**config.mk**
```make
export PLATFORM = sky130hd
export DESIGN_NAME = arb_mux
export DESIGN_NICKNAME = d
export VERILOG_FILES = /design/src/rtl/arb_mux_pkg.sv /design/src/rtl/rr_pick.sv /design/src/rtl/arb_mux.sv
export SDC_FILE = /design/constraint.sdc
export NUM_CORES = 1
export LEC_CHECK = 0
export ABC_AREA = 1
export CAP_MARGIN = 15
export CORE_ASPECT_RATIO = 0.75
export CORE_MARGIN = 5
export CORE_UTILIZATION = 38
export DETAILED_ROUTE_END_ITERATION = 10
export MAX_ROUTING_LAYER = met4
export PLACE_DENSITY = 0.84
export RECOVER_POWER = 50
export SYNTH_ARGS = -nofsm -noshare
export SYNTH_HDL_FRONTEND = slang
export SYNTH_SLANG_ARGS = --single-unit
```
**constraint.sdc**
```tcl
create_clock -name clk -period 3.8 [get_ports clk]
set_clock_uncertainty 0.05 [all_clocks]
set_input_delay 0.76 -clock clk [delete_from_list [all_inputs] [get_ports clk]]
set_output_delay 0.76 -clock clk [all_outputs]
set_load 0.01 [all_outputs]
```
**src/rtl/arb_mux_pkg.sv**
```systemverilog
// rtl/arb_mux_pkg.sv - shared types and constants for the arb_mux registered selector
package arb_mux_pkg;

    typedef enum logic {
        MODE_FIXED = 1'b0,
        MODE_RR    = 1'b1
    } mode_t;

    typedef enum logic {
        ST_EMPTY,
        ST_FULL
    } state_t;

    localparam int XFER_CNT_W = 16;

endpackage

```
**src/rtl/rr_pick.sv**
```systemverilog
// rtl/rr_pick.sv - combinational rotating priority encoder: first set req at or after start
module rr_pick #(
    parameter int  NUM_IN = 8,
    localparam int SEL_W  = $clog2(NUM_IN)
) (
    input  logic [NUM_IN-1:0] req,
    input  logic [SEL_W-1:0]  start,
    output logic              found,
    output logic [SEL_W-1:0]  idx
);

    logic [SEL_W-1:0] probe;

    // NUM_IN is a power of two, so the SEL_W-bit add wraps exactly at NUM_IN.
    always_comb begin
        found = 1'b0;
        idx   = '0;
        probe = '0;
        for (int i = 0; i < NUM_IN; i++) begin
            probe = start + SEL_W'(i);
            if (!found && req[probe]) begin
                found = 1'b1;
                idx   = probe;
            end
        end
    end

endmodule

```
**src/rtl/arb_mux.sv**
```systemverilog
// rtl/arb_mux.sv - NUM_IN-to-1 registered valid/ready selector, fixed or round-robin; ARB_MUX_COUNT_EN adds xfer_count
module arb_mux
    import arb_mux_pkg::*;
#(
    parameter int  WIDTH  = 32,
    parameter int  NUM_IN = 8,
    localparam int SEL_W  = $clog2(NUM_IN)
) (
    input  logic                    clk,
    input  logic                    reset,
    input  logic [NUM_IN*WIDTH-1:0] in_data,
    input  logic [NUM_IN-1:0]       in_valid,
    output logic [NUM_IN-1:0]       in_ready,
    input  logic                    mode,
    input  logic [SEL_W-1:0]        sel,
    output logic [WIDTH-1:0]        out_data,
    output logic [SEL_W-1:0]        out_src,
    output logic                    out_valid,
    input  logic                    out_ready
`ifdef ARB_MUX_COUNT_EN
    ,
    output logic [XFER_CNT_W-1:0]   xfer_count
`endif
);

    state_t           state_q, state_d;
    logic [WIDTH-1:0] data_q, data_d;
    logic [SEL_W-1:0] src_q, src_d;
    logic [SEL_W-1:0] ptr_q, ptr_d;

    mode_t            mode_e;
    logic             can_load;
    logic             rr_found;
    logic [SEL_W-1:0] rr_idx;
    logic [SEL_W-1:0] cand_idx;
    logic             cand_vld;
    logic             xfer;
    logic [WIDTH-1:0] in_word [NUM_IN];

    for (genvar g = 0; g < NUM_IN; g++) begin : g_unpack
        assign in_word[g] = in_data[g*WIDTH +: WIDTH];
    end

    assign mode_e    = mode_t'(mode);
    assign out_valid = (state_q == ST_FULL);
    assign out_data  = data_q;
    assign out_src   = src_q;
    assign can_load  = !out_valid || out_ready;

    rr_pick #(
        .NUM_IN (NUM_IN)
    ) u_rr_pick (
        .req   (in_valid),
        .start (ptr_q),
        .found (rr_found),
        .idx   (rr_idx)
    );

    // Candidate selection and grant; reset suppresses every grant in its cycle.
    always_comb begin
        cand_idx = sel;
        cand_vld = in_valid[sel];
        in_ready = '0;
        if (mode_e == MODE_RR) begin
            cand_idx = rr_idx;
            cand_vld = rr_found;
        end
        if (!reset && can_load) begin
            if (mode_e == MODE_RR) begin
                if (rr_found) begin
                    in_ready[rr_idx] = 1'b1;
                end
            end else begin
                in_ready[sel] = 1'b1;
            end
        end
        xfer = !reset && can_load && cand_vld;
    end

    always_comb begin
        state_d = state_q;
        data_d  = data_q;
        src_d   = src_q;
        ptr_d   = ptr_q;
        if (xfer) begin
            data_d = in_word[cand_idx];
            src_d  = cand_idx;
            if (mode_e == MODE_RR) begin
                ptr_d = cand_idx + SEL_W'(1);
            end
        end
        case (state_q)
            ST_EMPTY: begin
                if (xfer) begin
                    state_d = ST_FULL;
                end
            end
            ST_FULL: begin
                if (!xfer && out_ready) begin
                    state_d = ST_EMPTY;
                end
            end
            default: state_d = ST_EMPTY;
        endcase
    end

    always_ff @(posedge clk) begin
        if (reset) begin
            state_q <= ST_EMPTY;
            data_q  <= '0;
            src_q   <= '0;
            ptr_q   <= '0;
        end else begin
            state_q <= state_d;
            data_q  <= data_d;
            src_q   <= src_d;
            ptr_q   <= ptr_d;
        end
    end

`ifdef ARB_MUX_COUNT_EN
    logic [XFER_CNT_W-1:0] cnt_q, cnt_d;

    // Counts consumer handshakes, sticking at all-ones.
    always_comb begin
        cnt_d = cnt_q;
        if (out_valid && out_ready && (cnt_q != '1)) begin
            cnt_d = cnt_q + XFER_CNT_W'(1);
        end
    end

    always_ff @(posedge clk) begin
        if (reset) begin
            cnt_q <= '0;
        end else begin
            cnt_q <= cnt_d;
        end
    end

    assign xfer_count = cnt_q;
`endif

endmodule

```
==> run metrics, run 1 <==
status complete, no violations; post-synthesis cell area approximately 0.0050 mm²; largest cells by area after synthesis nand3_1 (21%), nand2_1 (18%), dfxtp_1 (16%), inv_1 (6.8%), a21oi_1 (6.4%); RD Place Congestion ~0.92; setup violators final 0; FF-to-FF path depth 22; Slew Limit Fails 0; top-count cell post-synth nand2_1; antenna viol nets, final 0; Multi-input gate area between 0.003 and 0.004 mm²; Ys Warns 0; H-tree depth 2; Max Root-Sink Buffers 2; largest net degree at the start of global routing 72; EDFF count, synth 0; CP required 2.99 ns; sequential standard cell area a little under 800 µm²; Hold Crit Depth 2; Nets ~1.5k; Die Y-Extent between 100 and 150 µm; Arr. time, crit path 2.82 ns; area share of the largest cell type after synthesis approximately a fifth; gr ovfl total 0; Residual DRC 0; leakage a little under 4 nW; critical path endpoint category output port; fmax around 280 MHz; FILL cells approximately 1.2k; slew margin rel. between 40% and 50%; post-synthesis register bit count 39; PD cells 323 mW/mm²; Clock Sinks 39; Max-Cap Viols 0; post-layout util between 60 and 70%; RR Endpoint out_data[18]; VDD IR max between 200 and 250 µV; dpl hpwl between 15,000 and 20,000 µm; most common flop cell mapped by yosys dfxtp_1; hold endpoint out_valid; final hold viol count 0; Final min period approximately 3.6 ns; CTS tree built; crit start category register; final worst path period share between 90% and 100%; number of global-route vias before repair 6,398; DR iter-0 viols 550; Via density slightly above 5; root buffer cell clkbuf_16; Via Count 7,104; Layout area overhead 73.4%; R2R Path Start ptr_q[0]; post-synth cell types 37; total track usage 27.0%; DRT Pass-1 Iters 5; post-synthesis cell count 907; cell taking the most area after synthesis nand3_1; Starting Density about 39%; Setup CP Type register to output port; final WL 22,100 µm; Worst Max-Slew Pin Slew around 0.82 ns; initial antenna violation count 1; worst hold path type register to register; setup TNS 0 ns; Seq/Total Area, Yosys between 10% and 20%; R2R Setup Slk 0.27 ns; synth cell count leaders nand2_1 (232), nand3_1 (209), inv_1 (90); asr flop ratio synth 0%; Post-Syn Nets roughly 1.2k; core area between 0.01 and 0.015 mm²; Die X approximately 140 µm; Worst Min Path Start out_valid; layout cells sized above 1 roughly 9.6%; Port Buf Inserts between 300 and 400; critical path peak fanout 5; clock latency on the worst-skew pair about 0.28 ns; Avg Cell Area, Syn 5.47 µm²; die area 0.0155 mm²; CTS Buf Count 5; I/O pin count 315; Worst-path clk slew 0.06 ns; Rows 36; wire length per cell between 15 and 20 µm; first-pass GRT wire length around 33,000 µm
## cell usage in the layout, fill, tap and decap left out, types with 26 or more instances in the layout
master,count
nor2_1,55
clkdlybuf4s50_1,262
a21oi_1,62
dfxtp_1,38
nand3_1,208
buf_4,29
o21a_1,32
inv_1,87
nand2_1,223
o21ai_1,26
dlygate4sd3_1,36
## final cells by class
| type | instances | share of cell area, % |
|---|---|---|
| Timing Repair Buffer | 353 | 40.5 |
| Tap cell | 171 | 2.49 |
| Inverter | 100 | 4.36 |
| Sequential cell | 39 | 9.08 |
| Clock inverter | 3 | 0.509 |
| Clock buffer | 5 | 1.45 |
| Multi-Input combinational cell | 703 | 41.5 |
| Antenna cell | 1 | 0.0291 |
## critical path, cell delays in order (launching register included)
cell and delay [ns]:
dfxtp_1 0.34, inv_2 0.06, ha_4 0.30, buf_4 0.12, nand3_2 0.10, buf_4 0.16
a31oi_1 0.15, buf_4 0.14, inv_2 0.05, nor2_4 0.14, buf_4 0.12, nand4_1 0.09
nand3_2 0.13, inv_2 0.07, nor2_2 0.12, nand2_1 0.06, a21oi_1 0.14, clkdlybuf4s15_2 0.24
## stage by stage
| stage | cells | power (W) | setup slack [ns] | hold WS, ns | cell area (µm²) |
|---|---|---|---|---|---|
| 2_1_floorplan | 907 | 0.00155 | 0.269 | 0.453 | 4960 |
| 3_3_place_gp | 1361 | 0.00226 | -0.317 | 0.429 | 8340 |
| 3_5_place_dp | 1361 | 0.00228 | -0.398 | 0.444 | 8340 |
| 4_1_cts | 1371 | 0.00277 | -0.00721 | 0.452 | 8550 |
| 5_1_grt | 1375 | 0.00300 | -0.0133 | 0.496 | 8610 |
| 6_report | 1375 | 0.00278 | 0.166 | 0.449 | 8610 |
## where the power goes
part / switching (W) / total [W] / internal [W]
Clock: 0.000166 / 0.000475 / 0.000309
Sequential: 0.0000258 / 0.000490 / 0.000464
Combinational: 0.00101 / 0.00181 / 0.000809
## cell families (layout without fill, tap and decap cells)
| family | after synthesis | count (layout) | share of synthesized area, % |
|---|---|---|---|
| other cells | 0 | 1 | 0 |
| fa+ha+maj | 3 | 3 | 0.756 |
| simple gates | 527 | 527 | 48.0 |
| compound gates | 169 | 169 | 20.2 |
| flops | 39 | 39 | 15.7 |
| xor+xnor | 4 | 4 | 0.706 |
| buf+inv | 165 | 461 | 14.6 |
## worst max path at each step
stage | start | end | slack, ns | cells after the start
6_report | ptr_q[0] | in_ready[3] | 0.17 | 17
2_1_floorplan | ptr_q[0] | in_ready[0] | 0.27 | 19
3_5_place_dp | in_valid[7] | in_ready[6] | -0.40 | 17
3_3_place_gp | in_valid[7] | in_ready[6] | -0.32 | 17
4_1_cts | in_valid[0] | in_ready[4] | -0.007 | 17
5_1_grt | in_valid[6] | in_ready[2] | -0.01 | 17
## per-layer routing
layer | track usage [%] | wire length [µm]
met1 | 33.7 | 9150
met2 | 45.5 | 10700
met3 | 4.82 | 1700
met4 | 7.12 | 567
met5 | - | 0
## sequential cells by signal (all words and copies together) (netlist names)
name and count:
out_data 32, out_src 3, ptr_q 3, out_valid 1
## repair_timing
action | in CTS | in global routing
setup endpoints to repair | 13 | 39
hold buffers | 0 | 0
pin swaps | 13 | 6
gates resized for setup | 41 | 25
buffers inserted | 2 | 3
No activity file was read; power rests on OpenSTA's default activity.
==> run 2, diff against run 1 <==
- GPL_TIMING_DRIVEN: default -> 0
- clock period: 3.8 -> 3.9 ns (I/O delays scaled with it)
==> run metrics, run 2 (synthesis results as in run 1) <==
status complete, no violations (unchanged); Hold Crit Depth 2 (unchanged); sequential standard cell area 782 µm² (unchanged); total track usage 31.0% (was 27.0%); unrepaired setup endpoints after global routing true; critical path peak fanout 6 (was 5); Metal-1 WL 10,100 µm (was 9150 µm); FF-to-FF path depth 24 (was 22); post-layout util 67.7% (was 66.8%); final hold viol count 0 (unchanged); Layout area overhead 75.7% (was 73.4%); Slew Limit Fails 0 (unchanged); core area 0.0129 mm² (unchanged); first-pass GRT wire length 36,700 µm (was 32,700 µm); RD Place Congestion 0.962 (was 0.921); Multi-input gate area 0.00361 mm² (was 0.00358 mm²); clock latency on the worst-skew pair 0.28 ns (about the same); placed inst area 0.00832 mm² (was 0.00834 mm²); antenna viol nets, final 0 (unchanged); worst hold path type register to register (unchanged); R2R Path Start ptr_q[0] (unchanged); commonest non-fill, non-tap cells in the layout clkdlybuf4s50_1 (262), nand2_1 (224), nand3_1 (205), inv_1 (88), a21oi_1 (62) (was clkdlybuf4s50_1 (262), nand2_1 (223), nand3_1 (208), inv_1 (87), a21oi_1 (62)); DP Worst Slack -0.834 ns (was -0.398 ns); wire length per cell 17.9 µm (was 16.1 µm); Port Buf Inserts 314 (unchanged); Final min period between 3 and 4 ns; dpl hpwl 20,400 µm (was 17,600 µm); Max Root-Sink Buffers 2 (unchanged); die area 0.0155 mm² (unchanged); Via Count 7,456 (was 7,104); fin worst setup slack 0.0892 ns (was 0.166 ns); Layout Cells excl Fill 1,413 (was 1,375); I/O pin count 315 (unchanged); layout cells sized above 1 10.3% (was 9.64%); final WL 25,200 µm (was 22,100 µm); Die X 142 µm (unchanged); DR top layer met4 (unchanged); routed wl met3 2160 µm (was 1700 µm); Worst-path clk slew 0.06 ns (about the same); Worst Max-Slew Pin Slew 0.599 ns (was 0.815 ns); R2R Setup Slk 0.24 ns (was 0.27 ns); Residual DRC 0 (unchanged); max FFs per register 32 (unchanged); CP required 3.07 ns (was 2.99 ns); Setup CP Type register to output port (unchanged); setup TNS 0 ns (unchanged); Rows 36 (unchanged); CTS Buf Count 5 (unchanged); H-tree depth 2 (unchanged); crit start category register (unchanged); DR iter-0 viols 774 (was 550); fmax roughly 260 MHz; Arr. time, crit path 2.98 ns (was 2.82 ns); Max-Cap Viols 0 (unchanged); setup violators final 0 (unchanged); initial antenna violation count 2 (was 1); Nets 1,513 (was 1,476); FILL cells 1,216 (was 1,228); commonest non-fill, non-tap cell in the layout clkdlybuf4s50_1 (unchanged); Worst Min Path Start out_src[2] (was out_valid); largest net degree at the start of global routing 17 (was 72); hold endpoint out_src[2] (was out_valid); number of global-route vias before repair 7,021 (was 6,398); # placed instances 1,392 (was 1,361); Clock Sinks 39 (unchanged); VDD IR max 187 µV (was 220 µV); DRT Pass-1 Iters 5 (unchanged); final worst path period share between 90 and 100%; leakage 4.02 nW (was 3.95 nW); Starting Density 38.5% (unchanged); Die Y-Extent 109 µm (unchanged); RR Endpoint out_data[10] (was out_data[18]); met2 WL 12,200 µm (was 10,700 µm); CTS tree built (unchanged); gr ovfl total 0 (unchanged); PD cells 323 mW/mm² (about the same); final non-filler cell area 0.00872 mm² (was 0.00861 mm²); slew margin rel. 60.1% (was 45.6%); root buffer cell clkbuf_16 (unchanged); Via density 5.28 (was 5.17); critical path endpoint category output port (unchanged)
==> run 2: changes by cell type in the layout (fill, tap and decap cells not counted), moves of 5 or more <==
cell / delta
buf_12: -7
buf_2: +22
buf_4: -12
buf_6: +8
clkbuf_1: +23
nand3_4: +5
nor2_2: +5
==> run 2: critical path, stage by stage, from the launching register on <==
cell and delay (ns):
dfxtp_2 0.34, buf_6 0.10, inv_2 0.04, buf_8 0.11, ha_4 0.35, inv_8 0.06
nand3_4 0.09, nand2_2 0.07, buf_4 0.12, nand2_1 0.04, nand2_1 0.09, nand2_1 0.09
nor2_1 0.05, nand3_1 0.06, nand3_1 0.09, nor3_2 0.20, o211ai_2 0.16, buf_4 0.18
nor2_2 0.09, a22oi_1 0.08, nor2_1 0.12, buf_2 0.15
==> run 2: how the worst max path moves through the flow <==
| stage | from | end | slack [ns] | cells after the start |
|---|---|---|---|---|
| after global placement | in_valid[2] | in_ready[0] | -0.73 | 17 |
| after detailed placement | in_valid[0] | in_ready[0] | -0.83 | 17 |
| after CTS | in_valid[5] | in_ready[0] | -0.02 | 12 |
| after global routing | ptr_q[0] | in_ready[0] | -0.05 | 21 |
| after floorplan | ptr_q[0] | in_ready[0] | 0.35 | 19 |
| final | ptr_q[0] | in_ready[2] | 0.09 | 21 |
==> run 2: timing repair <==
action | CTS | global route
endpoints found under the hold margin | 0 | 0
pin swaps | 5 | 11
setup endpoints to repair | 19 | 27
hold buffers | 0 | 0
setup buffers | 5 | 7
resized for setup | 47 | 33
==> run 2: per-stage QoR <==
step | hold WS [ns] | power (W)
2_1_floorplan | 0.453 | 0.00151
3_3_place_gp | 0.432 | 0.00223
3_5_place_dp | 0.433 | 0.00225
4_1_cts | 0.455 | 0.00277
5_1_grt | 0.509 | 0.00300
6_report | 0.459 | 0.00282
==> run 2: cell type report <==
class                      instances  share of cell area, %
clock inverter                     3                  0.502
inverter                         100                   4.39
clock buffer                       5                   1.43
antenna                            2                 0.0574
buffer                            64                   4.13
tap                              171                   2.45
timing repair buffer             326                   36.7
sequential                        39                   8.96
multi-input combinational        703                   41.3
==> run 2: metal layers <==
layer / GRT usage (%) / vias up
met4: 9.25 / 0
met3: 5.22 / 52
met2: 53.0 / 407
met1: 37.7 / 3322
li1: - / 3675
met5: - / -
==> run 2: report_power, final <==
part	leakage [nW]	switching [W]	internal, W	total [W]
logic	3.62	0.00107	0.000786	0.00186
clock network	0.0838	0.000176	0.000302	0.000478
registers	0.323	0.0000266	0.000452	0.000479
